**config.mk**
```make
export PLATFORM = sky130hd
export DESIGN_NAME = bitwise_alu_cmd_sequencer
export DESIGN_NICKNAME = d
export VERILOG_FILES = /design/src/rtl/bitwise_alu_pkg.sv /design/src/rtl/alu_cmd_fifo.sv /design/src/rtl/bitwise_operators.sv /design/src/rtl/bitwise_alu_cmd_sequencer.sv
export SDC_FILE = /design/constraint.sdc
export NUM_CORES = 1
export LEC_CHECK = 0
export CAP_MARGIN = 20
export CORE_UTILIZATION = 55
export CTS_CLUSTER_SIZE = 25
export DETAILED_ROUTE_END_ITERATION = 16
export PLACE_DENSITY = 0.77
export SETUP_SLACK_MARGIN = 0.3
export SYNTH_ARGS = -nofsm -noshare
export SYNTH_HDL_FRONTEND = slang
export SYNTH_SLANG_ARGS = --single-unit
```
**constraint.sdc**
```tcl
create_clock -name clk -period 3.85 [get_ports clk]
set_input_delay 0.385 -clock clk [delete_from_list [all_inputs] [get_ports clk]]
set_output_delay 0.385 -clock clk [all_outputs]
set_load 0.005 [all_outputs]
```
**src/rtl/bitwise_alu_pkg.sv**
```systemverilog
// Shared types for the bitwise ALU command sequencer.
// Optional macro ALU_SEQ_CHAIN_EN adds a chain bit to each stored command.
package bitwise_alu_pkg;

    localparam int unsigned ALU_DW = 8;

    typedef enum logic [2:0] {
        OP_AND  = 3'b000,
        OP_NAND = 3'b001,
        OP_OR   = 3'b010,
        OP_NOR  = 3'b011,
        OP_XOR  = 3'b100,
        OP_XNOR = 3'b101
    } alu_op_e;

    localparam logic [2:0] ALU_OP_LAST = 3'b101;

    typedef struct packed {
        logic [2:0]        op;
        logic [ALU_DW-1:0] x;
        logic [ALU_DW-1:0] y;
`ifdef ALU_SEQ_CHAIN_EN
        logic              chain;
`endif
    } alu_cmd_t;

    function automatic logic op_illegal(input logic [2:0] op);
        return op > ALU_OP_LAST;
    endfunction

endpackage

```
**src/rtl/alu_cmd_fifo.sv**
```systemverilog
// First-word-fall-through command FIFO; full blocks push even when popping that cycle.
module alu_cmd_fifo
    import bitwise_alu_pkg::*;
#(
    parameter int unsigned DEPTH = 4,
    localparam int unsigned AW = $clog2(DEPTH)
) (
    input  logic     clk,
    input  logic     rst_n,
    input  logic     push,
    input  alu_cmd_t wdata,
    input  logic     pop,
    output alu_cmd_t rdata,
    output logic     full,
    output logic     empty,
    output logic [AW:0] count
);

    localparam logic [AW:0]   CNT_ONE = 1;
    localparam logic [AW:0]   CNT_MAX = DEPTH[AW:0];
    localparam logic [AW-1:0] PTR_ONE = 1;

    alu_cmd_t      mem_q [DEPTH];
    logic [AW-1:0] wr_ptr_q, rd_ptr_q;
    logic [AW:0]   count_q, count_d;
    logic          do_push, do_pop;

    assign full    = (count_q == CNT_MAX);
    assign empty   = (count_q == '0);
    assign do_push = push && !full;
    assign do_pop  = pop && !empty;
    assign rdata   = mem_q[rd_ptr_q];
    assign count   = count_q;

    always_comb begin
        count_d = count_q;
        if (do_push && !do_pop) begin
            count_d = count_q + CNT_ONE;
        end else if (do_pop && !do_push) begin
            count_d = count_q - CNT_ONE;
        end
    end

    always_ff @(posedge clk or negedge rst_n) begin
        if (!rst_n) begin
            wr_ptr_q <= '0;
            rd_ptr_q <= '0;
            count_q  <= '0;
        end else begin
            // Power-of-two depth lets the pointers wrap naturally.
            if (do_push) wr_ptr_q <= wr_ptr_q + PTR_ONE;
            if (do_pop)  rd_ptr_q <= rd_ptr_q + PTR_ONE;
            count_q <= count_d;
        end
    end

    always_ff @(posedge clk) begin
        if (do_push) mem_q[wr_ptr_q] <= wdata;
    end

endmodule

```
**src/rtl/bitwise_operators.sv**
```systemverilog
// Combinational bitwise ALU; op codes 110/111 are illegal and yield zero.
module bitwise_operators
    import bitwise_alu_pkg::*;
#(
    parameter int unsigned DW = 8
) (
    input  logic [2:0]    op_code,
    input  logic [DW-1:0] x,
    input  logic [DW-1:0] y,
    output logic [DW-1:0] result
);

    always_comb begin
        result = '0;
        case (alu_op_e'(op_code))
            OP_AND:  result = x & y;
            OP_NAND: result = ~(x & y);
            OP_OR:   result = x | y;
            OP_NOR:  result = ~(x | y);
            OP_XOR:  result = x ^ y;
            OP_XNOR: result = ~(x ^ y);
            default: result = '0;
        endcase
    end

endmodule

```
**src/rtl/bitwise_alu_cmd_sequencer.sv**
```systemverilog
// Queues ALU commands, issues one per cycle to bitwise_operators, registers the result.
// Macro ALU_SEQ_CHAIN_EN: chained commands take x from the previous result.
module bitwise_alu_cmd_sequencer
    import bitwise_alu_pkg::*;
#(
    parameter int unsigned DW    = ALU_DW,  // must equal ALU_DW (command struct width)
    parameter int unsigned DEPTH = 4
) (
    input  logic                     clk,
    input  logic                     rst_n,
    input  logic                     cmd_valid,
    output logic                     cmd_ready,
    input  logic [2:0]               cmd_op,
    input  logic [DW-1:0]            cmd_x,
    input  logic [DW-1:0]            cmd_y,
    input  logic                     cmd_chain,
    output logic                     res_valid,
    input  logic                     res_ready,
    output logic [DW-1:0]            res_data,
    output logic [2:0]               res_op,
    output logic                     res_err,
    output logic [$clog2(DEPTH):0]   fifo_count
);

    alu_cmd_t      wr_cmd, head;
    logic          fifo_full, fifo_empty, fire;
    logic [DW-1:0] alu_x, alu_res;

    logic          res_valid_q;
    logic [DW-1:0] res_data_q;
    logic [2:0]    res_op_q;
    logic          res_err_q;

    always_comb begin
        wr_cmd    = '0;
        wr_cmd.op = cmd_op;
        wr_cmd.x  = cmd_x;
        wr_cmd.y  = cmd_y;
`ifdef ALU_SEQ_CHAIN_EN
        wr_cmd.chain = cmd_chain;
`endif
    end

`ifndef ALU_SEQ_CHAIN_EN
    logic unused_chain;
    assign unused_chain = cmd_chain;
`endif

    alu_cmd_fifo #(
        .DEPTH (DEPTH)
    ) u_fifo (
        .clk   (clk),
        .rst_n (rst_n),
        .push  (cmd_valid),
        .wdata (wr_cmd),
        .pop   (fire),
        .rdata (head),
        .full  (fifo_full),
        .empty (fifo_empty),
        .count (fifo_count)
    );

    assign cmd_ready = !fifo_full;
    assign fire      = !fifo_empty && (!res_valid_q || res_ready);

`ifdef ALU_SEQ_CHAIN_EN
    logic [DW-1:0] last_res_q;

    always_ff @(posedge clk or negedge rst_n) begin
        if (!rst_n) begin
            last_res_q <= '0;
        end else if (fire) begin
            last_res_q <= alu_res;
        end
    end

    assign alu_x = head.chain ? last_res_q : head.x;
`else
    assign alu_x = head.x;
`endif

    bitwise_operators #(
        .DW (DW)
    ) u_ops (
        .op_code (head.op),
        .x       (alu_x),
        .y       (head.y),
        .result  (alu_res)
    );

    always_ff @(posedge clk or negedge rst_n) begin
        if (!rst_n) begin
            res_valid_q <= 1'b0;
            res_data_q  <= '0;
            res_op_q    <= '0;
            res_err_q   <= 1'b0;
        end else if (fire) begin
            res_valid_q <= 1'b1;
            res_data_q  <= alu_res;
            res_op_q    <= head.op;
            res_err_q   <= op_illegal(head.op);
        end else if (res_ready) begin
            res_valid_q <= 1'b0;
        end
    end

    assign res_valid = res_valid_q;
    assign res_data  = res_data_q;
    assign res_op    = res_op_q;
    assign res_err   = res_err_q;

endmodule

```
### Word-level counts from Yosys, hierarchy flattened

Memory sizes are Yosys's and may differ from the RTL's.
Cells that the tools add are included.

* bits in registers: 20
* bits in latches: 0
* bits in writable memories: 76
* ROM bits: 0
* bits of input ports: 24
* output and inout port bits: 17
* word-level logic and storage cells: 47
* memories: 1

Memories
* u_fifo.mem_q: depth 4, bits a word 19, read ports 1, clocked after memory_dff 0, wr ports 1, RTL line alu_cmd_fifo.sv:23 `alu_cmd_t mem_q [DEPTH];`

* $add $sub $neg: 4
* $mul: 0
* div/mod/pow operators: 0
* $lt $le $gt $ge: 1
* equality and inequality tests: 6
* shift operators: 0
* muxes and demuxes: 7
* bitwise operators: 6
* reduce and logical (&&, ||, !) cells: 15

Operators with widths (number)
* $pmux 8 s6: 1
* $not 8->8: 3
* $eq 3x3->1 const B: 3
* $and 8x8->8: 1
* $or 8x8->8: 1
* $xor 8x8->8: 1
* $eq 3x2->1 const B: 2
* $logic_not 3->1: 2
* $mux 3: 2
* $logic_and 1x1->1: 5
* $logic_not 1->1: 5
* $add 2x1->2 const B: 2
* $mux 1: 4
* $reduce_bool 2->1: 2
* $add 3x1->3 const B: 1
* $eq 3x1->1 const B: 1
* $gt 3x3->1 const B: 1
* $sub 3x1->3 const B: 1
* $logic_or 1x1->1: 1

### Logic depth before layout (Yosys ltp)

Gate-level depths: netlist of run 1.

* depth after elaboration: 7
* gate-level depth with buffers: 9
* mapped depth without buffers: 9

### Modules after synthesis

Synthesis of run 1 repeated with hierarchy kept, for this count alone.

* cells, all modules: 249
* area, all modules: 4384.2 µm²

Modules (own cells, without submodules)
* alu_cmd_fifo: times used 1, cells each 135, area an instance 3159.3 µm², seq. area each 2457.4 µm²
* bitwise_operators: times used 1, cells each 81, area an instance 675.6 µm², seq. area each 0.0 µm²
* bitwise_alu_cmd_sequencer: times used 1, cells each 33, area an instance 549.3 µm², seq. area each 325.3 µm²

### Least setup slack after synthesis of run 1

Ideal clock, no wire load.

* kind: flip-flop to flip-flop
* from: register u_fifo.count_q[0], in the netlist u_fifo.count[0]
* to: register u_fifo.count_q[2], in the netlist u_fifo.count[2]
* setup time: 0.079 ns
* arrival time: 2.311 ns
* data required time: 3.771 ns
* slack: 1.460 ns
* cell stages (with the launch flop): 9
* path buffers: 1
* period minus slack after synthesis: 2.390 ns
* cell sequence: dfrtp_1 > o31ai_1 > buf_2 > ha_1 > inv_1 > fa_1 > xor2_1 > nor2_1 > xor2_1

* cells in the longest elaborated chain, start to end: 7
* elaborated cells on any way between the ends: 16
* those cells by class: add/sub: 2; eq/ne: 1; mux: 2; reduce/logical: 11

RTL lines
* start: declaration: RTL line alu_cmd_fifo.sv:25 `logic [AW:0] count_q, count_d;`
* start signal: assignment: RTL line alu_cmd_fifo.sv:53 `count_q <= count_d;`
* parallel branches: the longest is 7 deep, another holds $sub 3x1->3

Several ways; the timed one is not identified. The select of a mux whose other input is x is not followed.
A chain may end at the register's enable or synchronous reset.

### Final worst setup path of run 1

Same ends and word-level chain as after synthesis.

==> results of run 1 <==
## logic make-up after synthesis
group	count (synthesis)
AND/OR/NAND/NOR	31
flip-flops	96
multiplexers	32
AO/OA/AOI/OAI	10
buffers and inverters	31
XOR/XNOR	22
adder cells (fa/ha/maj)	22
## worst min-delay path by stage
stage                     start          end
finish                  res_err      res_err
global route        res_data[5]  res_data[5]
CTS                     res_err      res_err
detailed placement      res_err      res_err
global placement        res_err      res_err
floorplan                 rst_n  res_data[0]
## cells in the final DEF (no fill, tap or decap), types with 2 or more instances in the layout
master / netlist / final
inv_1: 20 / 20
mux2_2: 5 / 5
mux4_1: 7 / 7
clkbuf_8: 0 / 9
mux2i_1: 8 / 8
edfxtp_1: 76 / 76
xnor2_1: 10 / 10
mux4_2: 12 / 12
xor2_1: 11 / 11
nand2_1: 19 / 19
o221ai_1: 7 / 7
nor2_1: 3 / 3
ha_1: 21 / 21
bufinv_16: 0 / 4
buf_4: 0 / 2
dfrtp_1: 20 / 20
and3_1: 4 / 4
clkdlybuf4s50_1: 0 / 39
## registers in the layout, indices dropped and copies added, names as in the netlist
name	flops
res_valid	1
res_op	3
u_fifo.count	3
res_data	8
u_fifo.wr_ptr_q	2
u_fifo.rd_ptr_q	2
res_err	1
u_fifo.mem_q	76
## per-layer routing
layer	up-vias	GRT usage, %	wire length, µm
met5	-	0	0
met4	0	7.92	103
met3	8	3.81	165
met2	43	33.8	3720
met1	1076	23.5	2850
li1	988	-	-
## cell usage after synthesis (2+ instances only)
library cell and n:
mux2i_1 8, nor2_1 3, buf_6 2, and3_1 4, mux4_2 12, mux2_2 5
nand2_1 19, dfrtp_1 20, o221ai_1 7, ha_1 21, buf_2 4, inv_1 20
xor2_1 11, edfxtp_1 76, mux4_1 7, buf_1 2, xnor2_1 10
## power by group through the flow
| stage | sequential, µW | combinational (µW) | clock, µW |
|---|---|---|---|
| 4_1_cts | 1550 | 1690 | 835 |
| 2_1_floorplan | 1520 | 1270 | 0 |
| 3_5_place_dp | 1570 | 1670 | 0 |
| 5_1_grt | 1580 | 1840 | 877 |
| 3_3_place_gp | 1560 | 1600 | 0 |
| 6_report | 1550 | 1650 | 819 |
## cell type report
class,count,area (µm²),share of cell area [%]
clock inverter,6,131,2.65
tap,99,124,2.50
inverter,20,75.1,1.51
timing repair buffer,41,405,8.17
multi-input combinational,117,1320,26.5
sequential,96,2780,56.1
clock buffer,10,128,2.57
## worst max-delay path, stage by stage, from the launching register on
cell and delay, ns:
dfrtp_1 0.47, o31ai_4 0.90, ha_1 0.31, inv_1 0.06, fa_1 0.37, xor2_1 0.16, nor2_1 0.12, xor2_1 0.17
## metrics by stage
stage / power, µW / cell area [µm²] / worst slack (ns) / hold WS, ns
floorplan: 2790 / 4240 / 1.46 / 0.0894
global placement: 3160 / 4700 / 1.23 / 0.461
detailed placement: 3240 / 4700 / 1.16 / 0.471
CTS: 4070 / 4960 / 1.12 / 0.491
global route: 4290 / 4960 / 1.01 / 0.527
finish: 4020 / 4960 / 1.20 / 0.485
==> results_dict.tcl, run 1 <==
set metrics [dict create \
    place_hpwl_um 4270 \
    drive_above_1_share_pct 12.4 \
    r2r_end "u_fifo.count[2]" \
    ios 41 \
    grt.total_usage_pct 19.3 \
    arrival_ns 2.92 \
    synthFlopType "edfxtp_1" \
    die_area_um2 8070 \
    synth_compound_area_share_pct 2.09 \
    cts_tree "built" \
    start_util_pct 57.6 \
    routed_wirelength_um 6850 \
    synthXorXnorAreaFrac_pct 4.72 \
    synthAdderAreaFrac_pct 6.67 \
    synth_warnings 0 \
    placed_cells 373 \
    cts_buffers 9 \
    insertion_delay_ns 0.35 \
    core.rowCount 31 \
    power.leakage_uw 0.00187 \
    worstHoldPathType "reg2reg" \
    fillers 513 \
    place.gp.congestion 0.717 \
    status "complete, no violations" \
    worstSetupEndpointType "flop" \
    ff2ff_setup_slack_ns 1.20 \
    ant_nets 0 \
    relSlewSlack_pct 28.9 \
    critPathLaunch "u_fifo.count[0]" \
    yosysTopAreaCellShare_pct 53.8 \
    synth_edf_count 76 \
    syn_area_um2 4240 \
    ys_seq_area_share_pct 65.6 \
    grt_pass1_wl_um 11500 \
    clock_skew_ns 0.00668 \
    timing.fmax_ghz 0.377 \
    synth_simple_gate_area_share_pct 3.30 \
    switching_share_pct 32.1 \
    synth.avg_cell_area_um2 17.4 \
    yosys.area.top_type "edfxtp_1" \
    vias 2115 \
    post_cts_buffers 0 \
    pwr_density_cell_nw_per_um2 810 \
    period_needed_ns 2.65 \
    drv_slew 0 \
    cp-start-kind "flop" \
    fin_nets 331 \
    crit_type "reg2reg" \
    io_buffers 39 \
    rsz0062_at_grt "false" \
    p_switching_uw 1290 \
    syn-instance-count 244 \
    critPathMaxFanout 25 \
    finalSetupTns_ns 0 \
    stdcell_count 389 \
    routedWlPerCell_um 17.6 \
    die_w_um 89.8 \
    finalCritPeriodShare_pct 68.8 \
    synth_top_family_by_area "multiplexers" \
    holdBufCountCts 0 \
    synth.distinct_cells 30 \
    worst-slew-pin-transition_ns 1.07 \
    routed_via_density 5.44 \
    cts_buffer_depth 2 \
    dr.first_iter.drc_count 89 \
    power_frac_clock_pct 20.4 \
    vdd_drop_max_v 0.000346 \
    synth_nets 290 \
    synthMuxAreaShare_pct 13.9 \
    reg2reg_depth 7 \
    ys_seq_elements 96 \
    antenna_found_initial 0 \
    finalHoldViolCount 0 \
    setup_viol 0 \
    whs_path_depth 2 \
    grt_pass1_vias 2290 \
    endpoint "u_fifo.count[2]" \
    synth_area_leaders "edfxtp_1, dfrtp_1, mux4_2" \
    final_util_pct 67.3 \
    combPwrFrac_pct 41.1 \
    cts_sinks 96 \
    grt_start_max_net_pins 26 \
    remaining_drc_errors 0 \
    cts-root-buf "clkbuf_8" \
    r2r_start "u_fifo.count[0]" \
    p_int_uw 2730 \
    pwr-share-seq_pct 38.5 \
    max_cap_violations 0 \
    dr.pass1.iters 4 \
    cts_resized 0 \
    synthToLayoutAreaGrowth_pct 17.0 \
    antenna_cells 0 \
    worstPathRequired_ns 4.12 \
    htreeDepth 3 \
    die_height_um 89.8 \
    core_area_um2 7370 \
    async_flop_share_pct 20.8 \
    cts.clk_slew.worst_paths_ns 0.09 \
    grt_overflow 0 \
]
Note: power is estimated with default switching activity, not from simulation.
==> run 2, diff against run 1 <==
- clock period: 3.85 -> 2.62 ns (I/O delays scaled with it)
==> run 2 against run 1 <==
Compared with the run above:
- hold slack got worse by 0.24 ns
- sequential share of layout area shrank 0.68 points
- count of clock-buffer cells in the layout shrank 1
- critical path type unchanged
- largest power group unchanged
==> results_dict.tcl, run 2 (same netlist as run 1, synthesis figures left out) <==
set metrics [dict create \
    status "complete, no violations" \
    finalSetupTns_ns 0 \
    rsz0062_at_grt "false" \
    worstPathRequired_ns 2.88 \
    routed_wirelength_um 6850 \
    power.leakage_uw 0.00191 \
    cp-start-kind "flop" \
    htreeDepth 3 \
    ios 41 \
    drive_above_1_share_pct 16.3 \
    drv_slew 0 \
    place_hpwl_um 4480 \
    arrival_ns 2.44 \
    finalCritPeriodShare_pct 83.1 \
    critPathMostFrequentCell "buf_4" \
    insertion_delay_ns 0.35 \
    grt_overflow 0 \
    cts_tree "built" \
    core.rowCount 31 \
    io_buffers 39 \
    routed_via_density 5.44 \
    dr.first_iter.drc_count 89 \
    cts.clk_slew.worst_paths_ns 0.09 \
    stdcell_count 399 \
    die_height_um 89.8 \
    cp_num_buf_inv 2 \
    worst-slew-pin-transition_ns 0.511 \
    worstSetupEndpointType "flop" \
    core_area_um2 7370 \
    slowest_delay_ns 0.72 \
    critPathMaxFanout 11 \
    grt_start_max_net_pins 25 \
    fin_nets 341 \
    start_util_pct 57.6 \
    vdd_drop_max_v 0.000478 \
    grt.total_usage_pct 18.6 \
    grt_pass1_vias 2265 \
    synthToLayoutAreaGrowth_pct 18.5 \
    antenna_found_initial 0 \
    die_area_um2 8070 \
    grt_pass1_wl_um 11100 \
    holdBufCountCts 0 \
    clock_skew_ns 0.00761 \
    die_w_um 89.8 \
    cts_sinks 96 \
    cts-root-buf "clkbuf_8" \
    layout_common_cells "edfxtp_1, clkdlybuf4s50_1, ha_1, inv_1, nand2_1" \
    period_needed_ns 2.18 \
    dr.pass1.iters 4 \
    final_util_pct 68.2 \
    finalHoldViolCount 0 \
    layout.cells.most_common "edfxtp_1" \
    timing.fmax_ghz 0.459 \
    worstHoldPathType "in2async" \
    pwr_density_cell_nw_per_um2 1180 \
    placed_cells 383 \
    place.gp.congestion 0.682 \
    cts_buffer_depth 2 \
    remaining_drc_errors 0 \
    max_cap_violations 0 \
    relSlewSlack_pct 65.9 \
    crit_chain "buf_4 > mux4_2 > nor2b_1 > buf_4 > nand2_1 > o221ai_1" \
    cts_buffers 9 \
    hold-worst-slack_ns 0.248 \
    setup_viol 0 \
    largest-register "u_fifo.mem_q" \
    crit_path_top_delay_cell "mux4_2" \
    ant_nets 0 \
    routedWlPerCell_um 17.2 \
    finalPower_uw 5920 \
    post_cts_buffers 0 \
    cpLargestDelayFamily "multiplexers" \
    antenna_cells 0 \
    crit_type "reg2reg" \
    vias 2170 \
    largest_reg_flops 76 \
]
==> run 2: changes by cell type in the layout (fill, tap and decap cells not counted), sizes merged <==
cell / change
bufinv: -1
inv: +1
clkbuf: -1
buf: +10
clkinv: +1
==> run 2: timing repair <==
item	CTS	global route
endpoints found under the hold margin	0	0
setup endpoints to repair	0	3
resized for setup	0	3
==> run 2: final timing paths <==
| path | cells past startpoint | startpoint | slack (ns) | end |
|---|---|---|---|---|
| setup reg to reg | 6 | u_fifo.rd_ptr_q[0] | 0.44 | res_data[1] |
| hold / removal | 2 | rst_n | 0.25 | u_fifo.wr_ptr_q[0] |
| hold reg to reg | 2 | res_data[7] | 0.49 | res_data[7] |
| setup / recovery | 6 | u_fifo.rd_ptr_q[0] | 0.44 | res_data[1] |
| min in group clk | 2 | res_data[7] | 0.49 | res_data[7] |
| max in group asynchronous | 2 | rst_n | 2.14 | u_fifo.count[1] |
==> run 2: worst register-to-register path, stage by stage (launching register included) <==
cell and delay [ns]:
dfrtp_1 0.39, buf_4 0.18, mux4_2 0.73, nor2b_1 0.30, buf_4 0.22, nand2_1 0.09
o221ai_1 0.19
==> run 2: power breakdown <==
part           internal (µW)  switching, µW  leakage [µW]
Combinational           1290           1270      0.000862
Sequential              2070            165      0.000934
Clock                    635            498      0.000117
Total                   3990           1930       0.00191
==> run 2: final cells by class <==
type | instances | area (µm²)
flip-flops and latches | 96 | 2790
fillers | 512 | 2340
multi-input cells | 117 | 1320
repair buffers | 51 | 484
clock buffers | 9 | 124
well taps | 99 | 124
clock inverters | 7 | 119
inverters | 20 | 75.1
==> run 2: per-stage QoR <==
stage          instance area [µm²]  setup slack, ns
4_1_cts                       5020            0.374
3_5_place_dp                  4780            0.408
2_1_floorplan                 4250            0.391
3_3_place_gp                  4780            0.456
6_report                      5030            0.442
5_1_grt                       5030            0.297
==> run 2: per-layer routing <==
metal / up-vias / global-route usage, % / share of wire [%]
li1: 1018 / - / -
met1: 1101 / 22.7 / 42
met2: 41 / 32.4 / 53
met3: 10 / 3.13 / 3.2
met4: 0 / 8.88 / 1.7
met5: - / 0 / 0
